[src/rtl/mod_midi_event_parser.sv]
// mod_midi_event_parser
// Turns a decoded MIDI byte stream into complete channel-voice events and
// queues them, together with realtime bytes, in a first-word-fall-through
// event FIFO.
//
// Ports:
//   i_clk, i_rst        clock, synchronous active-high reset
//   i_byte/_valid       decoded MIDI byte and its one-cycle strobe
//   o_evt_valid         FIFO head present
//   i_evt_ready         consumer accepts the head when o_evt_valid is high
//   o_evt_type/chan/d1/d2  head event fields
//   o_fifo_level        entries currently queued (0..FIFO_DEPTH)
//   o_overflow          sticky flag: an event was dropped on a full FIFO
module mod_midi_event_parser #(
  parameter logic [15:0] CHAN_MASK   = 16'hFFFF,
  parameter int          FIFO_DEPTH  = 8,
  parameter bit          VEL0_IS_OFF = 1'b1
) (
  input  logic                          i_clk,
  input  logic                          i_rst,
  input  logic [7:0]                    i_byte,
  input  logic                          i_byte_valid,
  output logic                          o_evt_valid,
  input  logic                          i_evt_ready,
  output logic [2:0]                    o_evt_type,
  output logic [3:0]                    o_evt_chan,
  output logic [6:0]                    o_evt_d1,
  output logic [6:0]                    o_evt_d2,
  output logic [$clog2(FIFO_DEPTH):0]   o_fifo_level,
  output logic                          o_overflow
);

  localparam int AW = $clog2(FIFO_DEPTH);
  localparam int LW = AW + 1;
  localparam int EW = 21;  // {type[2:0], chan[3:0], d1[6:0], d2[6:0]}
  localparam logic [LW-1:0] FULL_LVL = LW'(FIFO_DEPTH);

  typedef enum logic [1:0] {IDLE, WAIT_D1, WAIT_D2, SYSEX} state_t;

  // ---------------------------------------------------------------------
  // Parser
  // ---------------------------------------------------------------------
  state_t          state_q, state_d;
  logic [7:0]      status_q, status_d;
  logic [6:0]      d1_q, d1_d;

  logic            msg_done;
  logic [2:0]      msg_type;
  logic [6:0]      msg_d1;
  logic [6:0]      msg_d2;
  logic            push;
  logic [EW-1:0]   push_evt;

  // The completing byte must reach the FIFO on its own edge, so the event
  // is formed combinationally from the incoming byte and the parser state.
  always_comb begin
    state_d  = state_q;
    status_d = status_q;
    d1_d     = d1_q;
    msg_done = 1'b0;
    msg_type = '0;
    msg_d1   = d1_q;
    msg_d2   = '0;
    push     = 1'b0;
    push_evt = '0;

    if (i_byte_valid) begin
      if (i_byte >= 8'hF8) begin
        // Realtime: leaves parser state and partial data untouched.
        push     = 1'b1;
        push_evt = {3'd7, 4'd0, i_byte[6:0], 7'd0};
      end else if (i_byte >= 8'hF0) begin
        status_d = '0;
        d1_d     = '0;
        state_d  = (i_byte == 8'hF0) ? SYSEX : IDLE;
      end else if (i_byte[7]) begin
        status_d = i_byte;
        d1_d     = '0;
        state_d  = WAIT_D1;
      end else begin
        case (state_q)
          WAIT_D1: begin
            d1_d = i_byte[6:0];
            // Program change (Cx) and channel aftertouch (Dx) carry one byte.
            if (status_q[6:5] == 2'b10) begin
              msg_done = 1'b1;
              msg_d1   = i_byte[6:0];
            end else begin
              state_d = WAIT_D2;
            end
          end
          WAIT_D2: begin
            msg_done = 1'b1;
            msg_d2   = i_byte[6:0];
            state_d  = WAIT_D1;  // running status retained
          end
          default: ;  // IDLE and SYSEX discard data bytes
        endcase
      end
    end

    if (msg_done) begin
      msg_type = status_q[6:4];
      if (VEL0_IS_OFF && msg_type == 3'd1 && msg_d2 == 7'd0) begin
        msg_type = 3'd0;
      end
      push     = CHAN_MASK[status_q[3:0]];
      push_evt = {msg_type, status_q[3:0], msg_d1, msg_d2};
    end
  end

  always_ff @(posedge i_clk) begin
    if (i_rst) begin
      state_q  <= IDLE;
      status_q <= '0;
      d1_q     <= '0;
    end else begin
      state_q  <= state_d;
      status_q <= status_d;
      d1_q     <= d1_d;
    end
  end

  // ---------------------------------------------------------------------
  // Event FIFO (first-word-fall-through)
  // ---------------------------------------------------------------------
  logic [EW-1:0]  mem_q [FIFO_DEPTH];
  logic [AW-1:0]  wr_ptr_q, rd_ptr_q;
  logic [LW-1:0]  level_q;
  logic           overflow_q;
  logic           pop, full, wr_en;

  assign pop   = (level_q != '0) && i_evt_ready;
  assign full  = (level_q == FULL_LVL);
  // A full FIFO still accepts a push when the head leaves on the same edge.
  assign wr_en = push && (!full || pop);

  // Storage is cleared on reset so the head fields read zero afterwards.
  always_ff @(posedge i_clk) begin
    if (i_rst) begin
      for (int k = 0; k < FIFO_DEPTH; k++) begin
        mem_q[k] <= '0;
      end
    end else if (wr_en) begin
      mem_q[wr_ptr_q] <= push_evt;
    end
  end

  always_ff @(posedge i_clk) begin
    if (i_rst) begin
      wr_ptr_q   <= '0;
      rd_ptr_q   <= '0;
      level_q    <= '0;
      overflow_q <= 1'b0;
    end else begin
      if (wr_en) wr_ptr_q <= wr_ptr_q + AW'(1);
      if (pop)   rd_ptr_q <= rd_ptr_q + AW'(1);
      case ({wr_en, pop})
        2'b10:   level_q <= level_q + LW'(1);
        2'b01:   level_q <= level_q - LW'(1);
        default: level_q <= level_q;
      endcase
      if (push && full && !pop) overflow_q <= 1'b1;
    end
  end

  assign o_evt_valid  = (level_q != '0);
  assign {o_evt_type, o_evt_chan, o_evt_d1, o_evt_d2} = mem_q[rd_ptr_q];
  assign o_fifo_level = level_q;
  assign o_overflow   = overflow_q;

endmodule

[config.mk]
export PLATFORM = sky130hd
export DESIGN_NAME = mod_midi_event_parser
export DESIGN_NICKNAME = d
export VERILOG_FILES = /design/src/rtl/mod_midi_event_parser.sv
export SDC_FILE = /design/constraint.sdc
export NUM_CORES = 1
export LEC_CHECK = 0
export BUFFER_PORTS_ARGS = -buffer_cell sky130_fd_sc_hd__buf_2
export CAP_MARGIN = 20
export CORE_MARGIN = 8
export CORE_UTILIZATION = 40
export DETAILED_ROUTE_END_ITERATION = 16
export PLACE_DENSITY_LB_ADDON = 0.12
export SLEW_MARGIN = 10
export SYNTH_ARGS = -nofsm -noshare
export SYNTH_HDL_FRONTEND = slang
export SYNTH_SLANG_ARGS = --single-unit
[constraint.sdc]
create_clock -name i_clk -period 4.2 [get_ports i_clk]
set_input_delay 0.84 -clock i_clk [delete_from_list [all_inputs] [get_ports i_clk]]
set_output_delay 0.84 -clock i_clk [all_outputs]
set_load 0.05 [all_outputs]
Word-level counts from Yosys, hierarchy flattened --
Memory sizes are Yosys's and may differ from the RTL's. A register that Yosys moved wholly into a read port is not among the register bits. Cells that the tools add are included.
Cells by class: $add $sub $neg 4, $mul 0, div/mod/pow operators 0, order comparisons 3, equality and inequality tests 9, shifts and indexed selects 0, mux-type cells 48, bitwise operators 1, reduce and logical (&&, ||, !) cells 18
Operators with widths (number):
- 7-bit two-way mux | 16
- 21-bit two-way mux | 4
- 21-bit OR reduction | 1
- 8-bit greater-or-equal comparator (second input constant) | 2
- 1-bit two-way mux | 15
- 3-bit two-way mux | 4
- 8-bit == test (second input constant) | 1
- 2-bit two-way mux | 4
- 4-bit two-way mux | 2
- 4-bit case mux with 2 select lines | 1
- 4-bit nonzero test | 2
- 7-bit logical NOT | 1
- 3-bit by 1-bit adder with 3-bit output (second input constant) | 2
- 2-bit == test (second input constant) | 3
- 3-bit AND reduction | 2
- 1-bit logical AND | 5
- 4-bit by 5-bit less-than comparator with 1-bit output (second input constant) | 1
- 4-bit by 1-bit adder with 4-bit output (second input constant) | 1
- 2-bit by 1-bit == test with 1-bit output (second input constant) | 2
- 4-bit == test (second input constant) | 1
- 4-bit != test (second input constant) | 1
- 2-bit case mux with 2 select lines | 1
- 4-bit AND reduction | 1
- 2-bit nonzero test | 2
- other kinds (7) | 8
Storage, ports and cells: flip-flop bits (word level) 27, latch bits 0, bits in writable memories 168, memory bits (read-only) 16, bits of input ports 12, output and inout port bits 27, logic and storage cells 92, memories 2
Memory list:
- mem_q | words 8, bits a word 21, read ports 1, clocked after Yosys merged registers in 1, write ports 8, RTL line 127 | logic [EW-1:0] mem_q [FIFO_DEPTH];
- (no name shown) | words 16, bits a word 1, read ports 1, clocked after Yosys merged registers in 1, write ports 0, RTL line 107 | push = CHAN_MASK[status_q[3:0]];

Longest topological paths before layout --
Gate-level depths: netlist (run 1).
word-level depth 14, gate-level depth with buffers 12, depth with buffers taken out 12

Worst setup path before layout (run 1) --
OpenSTA, ideal clock, no wires.
kind reg-to-reg, start reg level_q[0], in the netlist o_fifo_level[0], end reg level_q[2], in the netlist o_fifo_level[2], arrival time 2.719 ns, setup slack 1.360 ns, stages on the path, launching flop included 11, clock period less this slack 2.840 ns, path through dfxtp_1 or4_1 nand2_1 nor3_2 xor2_1 ha_1 nor2_1 o311ai_0 nor3_1 a31oi_1 mux2_2
Between the ends: cells in the longest elaborated chain, start to end 6, elaborated cells on any way between the ends 12
Ends and longest elaborated chain:
- start, declared | RTL line 129 | logic [LW-1:0] level_q;
- start signal, assigned | RTL line 159 | 2'b10: level_q <= level_q + LW'(1);
- start signal, assigned | RTL line 160 | 2'b01: level_q <= level_q - LW'(1);
- start signal, assigned | RTL line 161 | default: level_q <= level_q;
- 4-bit nonzero test (*)
- net o_evt_valid | RTL line 23 | output logic o_evt_valid,
- 1-bit logical AND (*) | RTL line 133 | assign pop = (level_q != '0) && i_evt_ready;
- 1-bit logical OR | RTL line 136 | assign wr_en = push && (!full || pop);
- 1-bit logical AND | RTL line 136
- 2-bit by 1-bit == test with 1-bit output or 2-bit == test (tied branches) | RTL line 158 | case ({wr_en, pop})
- 4-bit case mux with 2 select lines or 2-bit nonzero test (tied branches)
Mark *: on every way through the listed nets, which the timed path passes. The rest lies on a longest branch. A chain may end at the register's enable or synchronous reset.

==> results of run 1 <==
==> metal layers <==
layer  part of all wire [%]  GRT usage (%)  routed length [µm]
met5                      0              0                   0
met4                    1.7          5.165                 361
met3                    5.1          3.503                1057
met2                     50          27.05               10360
met1                     43          20.58                8920
==> cell type report <==
class | count | share of cell area (%)
clock buffers | 21 | 4.739
well taps | 280 | 3.529
clock inverters | 11 | 1.714
flip-flops and latches | 198 | 56.89
repair buffers | 61 | 4.033
multi-input cells | 397 | 28.98
inverters | 3 | 0.1134
==> cells by family (layout without fill, tap and decap cells) <==
kind of cell               after synthesis  in the layout  share of synthesized area (%)
and+or+nand+nor                        270            270                          13.36
DFF                                    198            198                          64.83
muxes                                   73             73                          14.80
AOI/OAI and AO/OA                       44             44                          3.650
buffers and inverters                   42             96                          2.141
adders and majority gates                5              5                         0.7184
xor gates and xnor gates                 5              5                         0.5030
==> state kept, by name, indices dropped and copies added, names as in the netlist, named ones only <==
register	count
mem_q	168
d1_q	7
status_q	7
o_fifo_level	4
rd_ptr_q	3
wr_ptr_q	3
state_q	2
o_overflow	1
==> cells in the mapped netlist, types with 5 or more instances <==
library cell / number / area share (%)
nand2_1: 28 / 1.2
nor3_1: 5 / 0.29
mux2_2: 26 / 3.4
nand3_1: 6 / 0.34
buf_2: 23 / 1.3
edfxtp_1: 168 / 58
nor2_1: 190 / 8.2
dfxtp_1: 30 / 6.9
a21oi_1: 14 / 0.80
mux4_2: 42 / 11
mux2i_1: 5 / 0.57
nand4_1: 10 / 0.72
a22oi_1: 8 / 0.69
clkbuf_1: 15 / 0.65
ha_1: 5 / 0.72
nand2b_1: 13 / 0.93
==> report_power, final <==
part | leakage, nW | internal [W] | switching [W]
sequential | 1.98 | 0.00220 | 0.0000452
clock | 0.306 | 0.00105 | 0.000706
combinational | 1.03 | 0.000358 | 0.000551
total | 3.32 | 0.00361 | 0.00130
==> final timing paths <==
kind	slack (ns)	to	cells after the start
max	0.91	o_evt_d2[5]	4
min	0.46	status_q[4]	2
max reg2reg	1.21	mem_q[1][20]	9
min reg2reg	0.46	status_q[4]	2
==> worst min-delay path, stage by stage (launching register included) <==
cell and delay [ns]:
dfxtp_1 0.31, nand2_1 0.05, a21oi_1 0.05
==> metrics by stage <==
step | total power (W) | area [µm²] | std cells | setup WS, ns | hold WS, ns
final | 0.004909 | 9927 | 971 | 0.9140 | 0.4577
after global placement | 0.003214 | 9286 | 939 | 0.8862 | 0.4503
after detailed placement | 0.003219 | 9286 | 939 | 0.8593 | 0.4532
after floorplan | 0.002996 | 8708 | 637 | 1.360 | 0.4320
after global routing | 0.005091 | 9927 | 971 | 0.7833 | 0.4878
after CTS | 0.004960 | 9927 | 971 | 0.8762 | 0.4623
==> impl_metrics.csv, run 1 <==
group,metric,value,unit
hold_path,min_path_type,"reg -> reg",
finish,layout.cells.most_common,"nor2_1",
finish,synthToLayoutAreaGrowth,13.99,%
drt,drtIter0Drc,379,
global_route,grt_antenna_before_repair,0,
floorplanning,io_pins,39,
synthesis,synth_edf_count,168,
finish,antenna_cells,0,
sta,drv_slew,0,
place,place.gp.congestion,0.8795,
critical_path,crit_chain,"buf_4 > mux4_2 > mux2_2 > buf_2",
floorplanning,die_h,163.6,µm
global_route,track_usage,16.16,%
finish,fill_cells,1942,
run_status,status,"completed",
cts,post_cts_resized,0,
critical_path,critPathArrivalTime,2.45,ns
drt,drcViolationCount,0,
cts,root_buffer,"clkbuf_16",
drt,firstDrtPassIters,5,
cts,clock_latency,0.43,ns
global_route,grt_start_max_net_pins,43,
synthesis,ys_seq_elements,198,
pwr,power.leakage,3.318,nW
synthesis,yosysUniqueCellTypes,51,
cts,cts_buffer_depth,2,
pwr,ir_drop,0.0003406,V
finish,seq_area,5648,µm²
synthesis,syn-instance-count,637,
drt,wirelength,20.70,mm
synthesis,yosys_most_used_dff,"edfxtp_1",
synthesis,syn_area_per_cell,13.67,µm²
critical_path,end_kind,"output pin",
critical_path,crit_buf_inv,2,
finish,multi_input_area,2877,µm²
synthesis,syn-num-nets,654,
finish,drive_above_1_share,25.04,%
sta,min_period,3.286,ns
hold_path,min_from,"status_q[4]",
place,hpwl,13.58,mm
place,io_buffers,38,
global_route,grt_pass1_vias,5513,
sta,relSlewSlack,27.10,%
synthesis,syn_area,8708,µm²
flow_run,maxCapViolations,0,
cts,ctsHoldBuffers,0,
sta,period_share,78.24,%
global_route,grt_pass1_wl,32.00,mm
synthesis,synth-seq-area-share,64.83,%
sta,grt_setup_unrepaired,"false",
critical_path,crit_fanout,26,
critical_path,cpPeakStageDelay,0.63,ns
sta,fmax,0.3043,GHz
cts,cts_tree,"done",
global_route,grt_overflow,0,
floorplanning,start_util,40.28,%
finish,layout_common_cells,"nor2_1 (190), edfxtp_1 (168), mux4_2 (42)",
sta,clock_skew,0.006791,ns
floorplanning,rows,54,
finish,nets,695,
pwr,power.density,494.5,nW/µm²
synthesis,yosys_warnings,0,
sta,finalHoldViolCount,0,
critical_path,start_kind,"flop",
sta,setup_viol,0,
drt,antenna_left,0,
cts,clock-sinks,198,
sta,setup_tns,0,ns
critical_path,worstReg2RegStart,"state_q[0]",
critical_path,crit_family,"buffers and inverters",
floorplanning,die_w,163.6,µm
drt,vias_per_cell,5.454,
cts,numCtsBuffers,17,
cts,cts_setup_buffers,0,
synthesis,postSynth.asyncResetShare,0,%
finish,utilization,45.91,%
floorplanning,dieArea,26750,µm²
cts,clkTransAtPathRegs,0.07,ns
sta,worstMarginPinSlew,1.093,ns
cts,htree_num_levels,4,
floorplanning,core,21620,µm²
critical_path,cp.required,3.36,ns
critical_path,cp_slowest_cell,"dfxtp_2",
drt,vias,5296,
critical_path,worstSetupPathType,"reg -> out",
drt,wl_per_cell,21.32,µm
Power figures use the tool's default switching activity.
==> inputs of run 2 (changes only) <==
clock period = 3.2 ns   (was 4.2 ns; I/O delays follow)
==> run 2 against run 1 <==
  * Global-route usage rose by 0.67 points
  * Register-to-register slack got worse by 0.53 ns
  * Critical endpoint is now o_evt_d1[4]
  * Worst setup slack got worse by 0.74 ns
  * Count of clock-buffer cells in the layout rose by 2
  * Highest routed layer unchanged
  * Largest cell class unchanged
  * Via count rose by 2.0%
  * Cell area rose by 0.38%
==> impl_metrics.csv, run 2 (synthesis results as in run 1) <==
group,metric,value,unit
cts,clock_latency,0.43,ns
critical_path,cpPeakStageDelay,0.64,ns
pwr,p_total,0.006260,W
finish,nets,704,
floorplanning,rows,54,
sta,clock_skew,0.005711,ns
place,dp_cells,948,
pwr,seqPwrFrac,47.6,%
cts,htree_num_levels,4,
finish,final_cells,980,
floorplanning,die_w,163.6,µm
pwr,ir_drop,0.0003864,V
floorplanning,core,21620,µm²
sta,period_share,94.69,%
global_route,grt_pass1_wl,33.29,mm
critical_path,critPathCapture,"o_evt_d1[4]",
cts,cts_setup_buffers,0,
global_route,grt_antenna_before_repair,0,
cts,cts_buffer_depth,2,
critical_path,worstSetupPathType,"reg -> out",
pwr,switchingPower,0.001734,W
finish,synthToLayoutAreaGrowth,14.43,%
drt,wl_per_cell,22.24,µm
finish,fill_cells,1953,
critical_path,cp.required,2.56,ns
pwr,power.leakage,3.339,nW
critical_path,end_kind,"output pin",
critical_path,start_kind,"flop",
cts,ctsHoldBuffers,0,
global_route,grt_start_max_net_pins,43,
pwr,p_clk_share,33.1,%
sta,fin_ws,0.1701,ns
floorplanning,io_pins,39,
floorplanning,dieArea,26750,µm²
global_route,grt_pass1_vias,5565,
critical_path,cp_slowest_cell,"dfxtp_2",
finish,top_register,"mem_q",
global_route,track_usage,16.83,%
cts,numCtsBuffers,17,
sta,grt_setup_unrepaired,"false",
sta,relSlewSlack,47.42,%
place,io_buffers,38,
cts,clock-sinks,198,
critical_path,ff2ff_path_depth,8,
hold_path,min_path_type,"reg -> reg",
pwr,netSwitchingFraction,27.70,%
pwr,intPower,0.004526,W
place,place.gp.congestion,0.8875,
drt,drcViolationCount,0,
sta,min_period,3.030,ns
sta,drv_slew,0,
critical_path,crit_fanout,12,
sta,setup_tns,0,ns
critical_path,r2r_setup_slack,0.68,ns
critical_path,worstReg2RegStart,"state_q[0]",
finish,largest_reg_flops,168,
global_route,grt_overflow,0,
drt,vias_per_cell,5.514,
cts,cts_tree,"done",
pwr,p_comb_share,19.3,%
sta,finalHoldViolCount,0,
finish,layout_common_cells,"nor2_1 (190), edfxtp_1 (168), mux4_2 (42)",
pwr,power.density,628.3,nW/µm²
drt,vias,5404,
flow_run,maxCapViolations,0,
critical_path,crit_chain,"buf_4 > mux4_2 > mux2_2 > buf_2",
finish,reg_top3,"mem_q (168), d1_q (7), status_q (7)",
finish,antenna_cells,0,
floorplanning,die_h,163.6,µm
critical_path,r2r_end,"mem_q[6][20]",
sta,hold-worst-slack,0.4586,ns
drt,drtIter0Drc,382,
run_status,status,"completed",
place,hpwl,13.90,mm
drt,antenna_left,0,
drt,wirelength,21.79,mm
cts,post_cts_resized,0,
cts,clkTransAtPathRegs,0.07,ns
cts,root_buffer,"clkbuf_16",
sta,setup_viol,0,
drt,firstDrtPassIters,5,
sta,worstMarginPinSlew,0.7850,ns
finish,drive_above_1_share,25.86,%
critical_path,critPathArrivalTime,2.39,ns
sta,fmax,0.3300,GHz
finish,layout.cells.most_common,"nor2_1",
place,dp_slack,0.4933,ns
floorplanning,start_util,40.28,%
[run 2: cell types whose count changed in the layout (fill, tap and decap cells not counted), sizes merged]
| cell | change |
|---|---|
| buf | +9 |
| bufinv | -4 |
| clkbuf | +2 |
| clkinvlp | +1 |
| inv | +1 |
[run 2: how the worst min path moves through the flow]
stage / start / end / slack, ns / cells past startpoint
3_3_place_gp: status_q[4] / status_q[4] / 0.45 / 2
4_1_cts: i_evt_ready / o_fifo_level[3] / 0.45 / 2
3_5_place_dp: status_q[0] / status_q[0] / 0.45 / 2
5_1_grt: i_evt_ready / o_fifo_level[3] / 0.46 / 2
6_report: status_q[2] / status_q[2] / 0.46 / 2
2_1_floorplan: status_q[4] / status_q[4] / 0.43 / 2
[run 2: power by group through the flow]
stage                     Combinational (W)  Sequential, W  Clock (W)
final                               0.00121        0.00298    0.00207
after global routing                0.00128        0.00300    0.00220
after CTS                           0.00123        0.00299    0.00210
after detailed placement            0.00123        0.00304          0
after global placement              0.00122        0.00304          0
after floorplan                    0.000913        0.00302          0
[run 2: stage by stage]
stage                     utilization, %  cell area, µm²
final                              46.09            9965
after global routing               46.09            9965
after CTS                          46.09            9965
after detailed placement           43.44            9392
after global placement             43.44            9392
after floorplan                        -            8708
[run 2: critical path, delay by kind of cell (launching register included)]
family	cells	cell delay [ns]
buffers and inverters	2	0.48
muxes	2	0.82
DFF	1	0.64
[run 2: cell type report]
| cell class | instances | area (µm²) | share of cell area, % |
|---|---|---|---|
| clock inverter | 9 | 62.56 | 0.6278 |
| clock buffer | 23 | 510.5 | 5.123 |
| timing repair buffer | 70 | 505.5 | 5.073 |
| inverter | 3 | 11.26 | 0.1130 |
| tap | 280 | 350.3 | 3.516 |
| sequential | 198 | 5648 | 56.68 |
| multi-input combinational | 397 | 2877 | 28.87 |
[run 2: metal layers]
| layer | vias up | global-route usage (%) | part of all wire [%] |
|---|---|---|---|
| li1 | 2443 | - | - |
| met1 | 2768 | 22.31 | 44 |
| met2 | 179 | 27.57 | 49 |
| met3 | 14 | 3.629 | 6.1 |
| met4 | 0 | 4.504 | 0.95 |
| met5 | - | 0 | 0 |
==> inputs of run 3 (changes only) <==
CORE_MARGIN = unset   (was 8)
CTS_BUF_LIST = sky130_fd_sc_hd__clkbuf_8   (was unset)
==> run 3 against run 2 <==
  * Cell area down 2.6%
  * Routed wire length decreased by 5.8%
  * Largest power group unchanged
  * Flip-flop and latch count did not move
  * Die area fell by 16%
  * Fmax fell by 1.0%
  * Worst hold slack got worse by 0.021 ns
  * Clock skew up 0.0049 ns
  * Cell count shrank 0.61%
  * Sequential power about the same
  * Power is 8.9% lower
  * Core utilization fell by 0.19 points
==> impl_metrics.csv, run 3 (synthesis results as in run 1) <==
group,metric,value,unit
finish,largest_reg_flops,168,
critical_path,cp.depth,4,
finish,nets,703,
cts,clock_latency,0.46,ns
finish,multi_input_area,2877,µm²
drt,firstDrtPassIters,4,
cts,root_buffer,"clkbuf_8",
critical_path,cpPeakStageDelay,0.63,ns
critical_path,worstSetupPathType,"reg -> out",
finish,antenna_cells,0,
critical_path,critPathCapture,"o_evt_d1[0]",
critical_path,cp.required,2.56,ns
cts,htree_num_levels,4,
drt,wl_per_cell,21.08,µm
floorplanning,die_w,149.6,µm
finish,fill_cells,1876,
drt,drcViolationCount,0,
finish,seq_area,5648,µm²
cts,cts_setup_buffers,0,
sta,worstMarginPinSlew,0.8578,ns
pwr,power.leakage,3.247,nW
critical_path,crit_buf_inv,2,
sta,grt_setup_unrepaired,"false",
drt,vias,5337,
global_route,track_usage,19.79,%
finish,drive_above_1_share,25.75,%
drt,drtIter0Drc,406,
critical_path,crit_chain,"buf_12 > mux4_2 > mux2_2 > buf_2",
cts,clkTransAtPathRegs,0.10,ns
cts,cts_tree,"done",
critical_path,end_kind,"output pin",
finish,layout_common_cells,"nor2_1 (190), edfxtp_1 (168), mux4_2 (42)",
run_status,status,"completed",
finish,synthToLayoutAreaGrowth,11.49,%
drt,wirelength,20.53,mm
place,io_buffers,38,
critical_path,crit_family,"multiplexers",
drt,antenna_left,0,
floorplanning,die_h,149.6,µm
drt,vias_per_cell,5.479,
global_route,grt_pass1_vias,5425,
critical_path,worstReg2RegStart,"state_q[0]",
hold_path,min_path_type,"in -> reg",
critical_path,r2r_setup_slack,0.66,ns
flow_run,maxCapViolations,0,
finish,layout.cells.most_common,"nor2_1",
critical_path,ff2ff_path_depth,8,
sta,finalHoldViolCount,0,
cts,cts_buffer_depth,2,
cts,clock-sinks,198,
cts,post_cts_resized,0,
global_route,grt_antenna_before_repair,0,
sta,drv_slew,0,
finish,top_register,"mem_q",
pwr,ir_drop,0.0004419,V
global_route,grt_overflow,0,
sta,setup_viol,0,
cts,numCtsBuffers,17,
critical_path,start_kind,"flop",
finish,reg_top3,"mem_q (168), d1_q (7), status_q (7)",
pwr,p_total,0.005705,W
critical_path,critPathArrivalTime,2.42,ns
sta,min_period,3.061,ns
global_route,grt_pass1_wl,31.90,mm
global_route,grt_start_max_net_pins,43,
sta,setup_tns,0,ns
floorplanning,rows,53,
place,hpwl,13.36,mm
finish,final_cells,974,
floorplanning,start_util,41.17,%
pwr,power.density,587.5,nW/µm²
sta,period_share,95.66,%
place,place.gp.congestion,0.8785,
cts,ctsHoldBuffers,0,
floorplanning,dieArea,22370,µm²
critical_path,cp_slowest_cell,"dfxtp_2",
sta,clock_skew,0.01065,ns
floorplanning,core,21150,µm²
floorplanning,io_pins,39,
sta,fmax,0.3267,GHz
sta,relSlewSlack,42.81,%
critical_path,crit_fanout,17,
critical_path,r2r_end,"mem_q[2][4]",
place,dp_cells,942,
==> run 3: cell count changes in the layout (fill, tap and decap cells not counted), moves of 2 or more <==
| cell | previous run | this run |
|---|---|---|
| clkinv_2 | 3 | 5 |
| clkinvlp_4 | 4 | 1 |
| clkbuf_8 | 2 | 19 |
| buf_12 | 6 | 3 |
| buf_4 | 26 | 28 |
| clkbuf_1 | 2 | 0 |
| clkinv_4 | 0 | 2 |
| clkbuf_16 | 19 | 0 |
| inv_1 | 3 | 5 |
==> run 3: final cells by class <==
cell class,instances,area share [%]
well taps,275,3.544
multi-input cells,397,29.63
inverters,3,0.1160
flip-flops and latches,198,58.17
clock buffers,19,2.693
repair buffers,69,4.742
clock inverters,13,1.108
==> run 3: stage by stage <==
| step | instance area [µm²] | hold WS [ns] | setup WS, ns | utilization (%) |
|---|---|---|---|---|
| floorplan | 8708 | 0.4320 | 0.3598 | - |
| global placement | 9340 | 0.4461 | 0.4833 | 44.15 |
| finish | 9709 | 0.4374 | 0.1388 | 45.90 |
| global route | 9709 | 0.4232 | 0.02287 | 45.90 |
| detailed placement | 9340 | 0.4455 | 0.4674 | 44.15 |
| CTS | 9709 | 0.4074 | 0.05948 | 45.90 |
==> run 3: worst register-to-register path: stages (launching register included) <==
cell	delay, ns
dfxtp_1	0.37
inv_1	0.06
ha_1	0.35
nor3b_2	0.25
o21ai_2	0.16
a211oi_2	0.36
nand3_1	0.15
nand2b_1	0.31
buf_4	0.25
==> run 3: how the worst min path moves through the flow <==
| stage | startpoint | to | slack (ns) | cells past startpoint |
|---|---|---|---|---|
| 6_report | i_evt_ready | o_fifo_level[3] | 0.44 | 2 |
| 5_1_grt | i_evt_ready | o_fifo_level[3] | 0.42 | 2 |
| 4_1_cts | i_evt_ready | o_fifo_level[3] | 0.41 | 2 |
| 3_5_place_dp | status_q[1] | status_q[1] | 0.45 | 2 |
| 3_3_place_gp | o_overflow | o_overflow | 0.45 | 2 |
| 2_1_floorplan | status_q[4] | status_q[4] | 0.43 | 2 |
==> run 3: report_power, final <==
part	internal (W)	total, W	switching, W
Clock	0.000655	0.00152	0.000868
Combinational	0.000492	0.00120	0.000712
Sequential	0.00289	0.00298	0.0000880
==> run 3: metal layers <==
layer | track usage (%) | routed length, µm | vias to the layer above
li1 | - | - | 2435
met1 | 27.00 | 9147 | 2709
met2 | 32.06 | 9947 | 170
met3 | 3.293 | 1113 | 23
met4 | 6.684 | 323 | 0
met5 | 0 | 0 | -
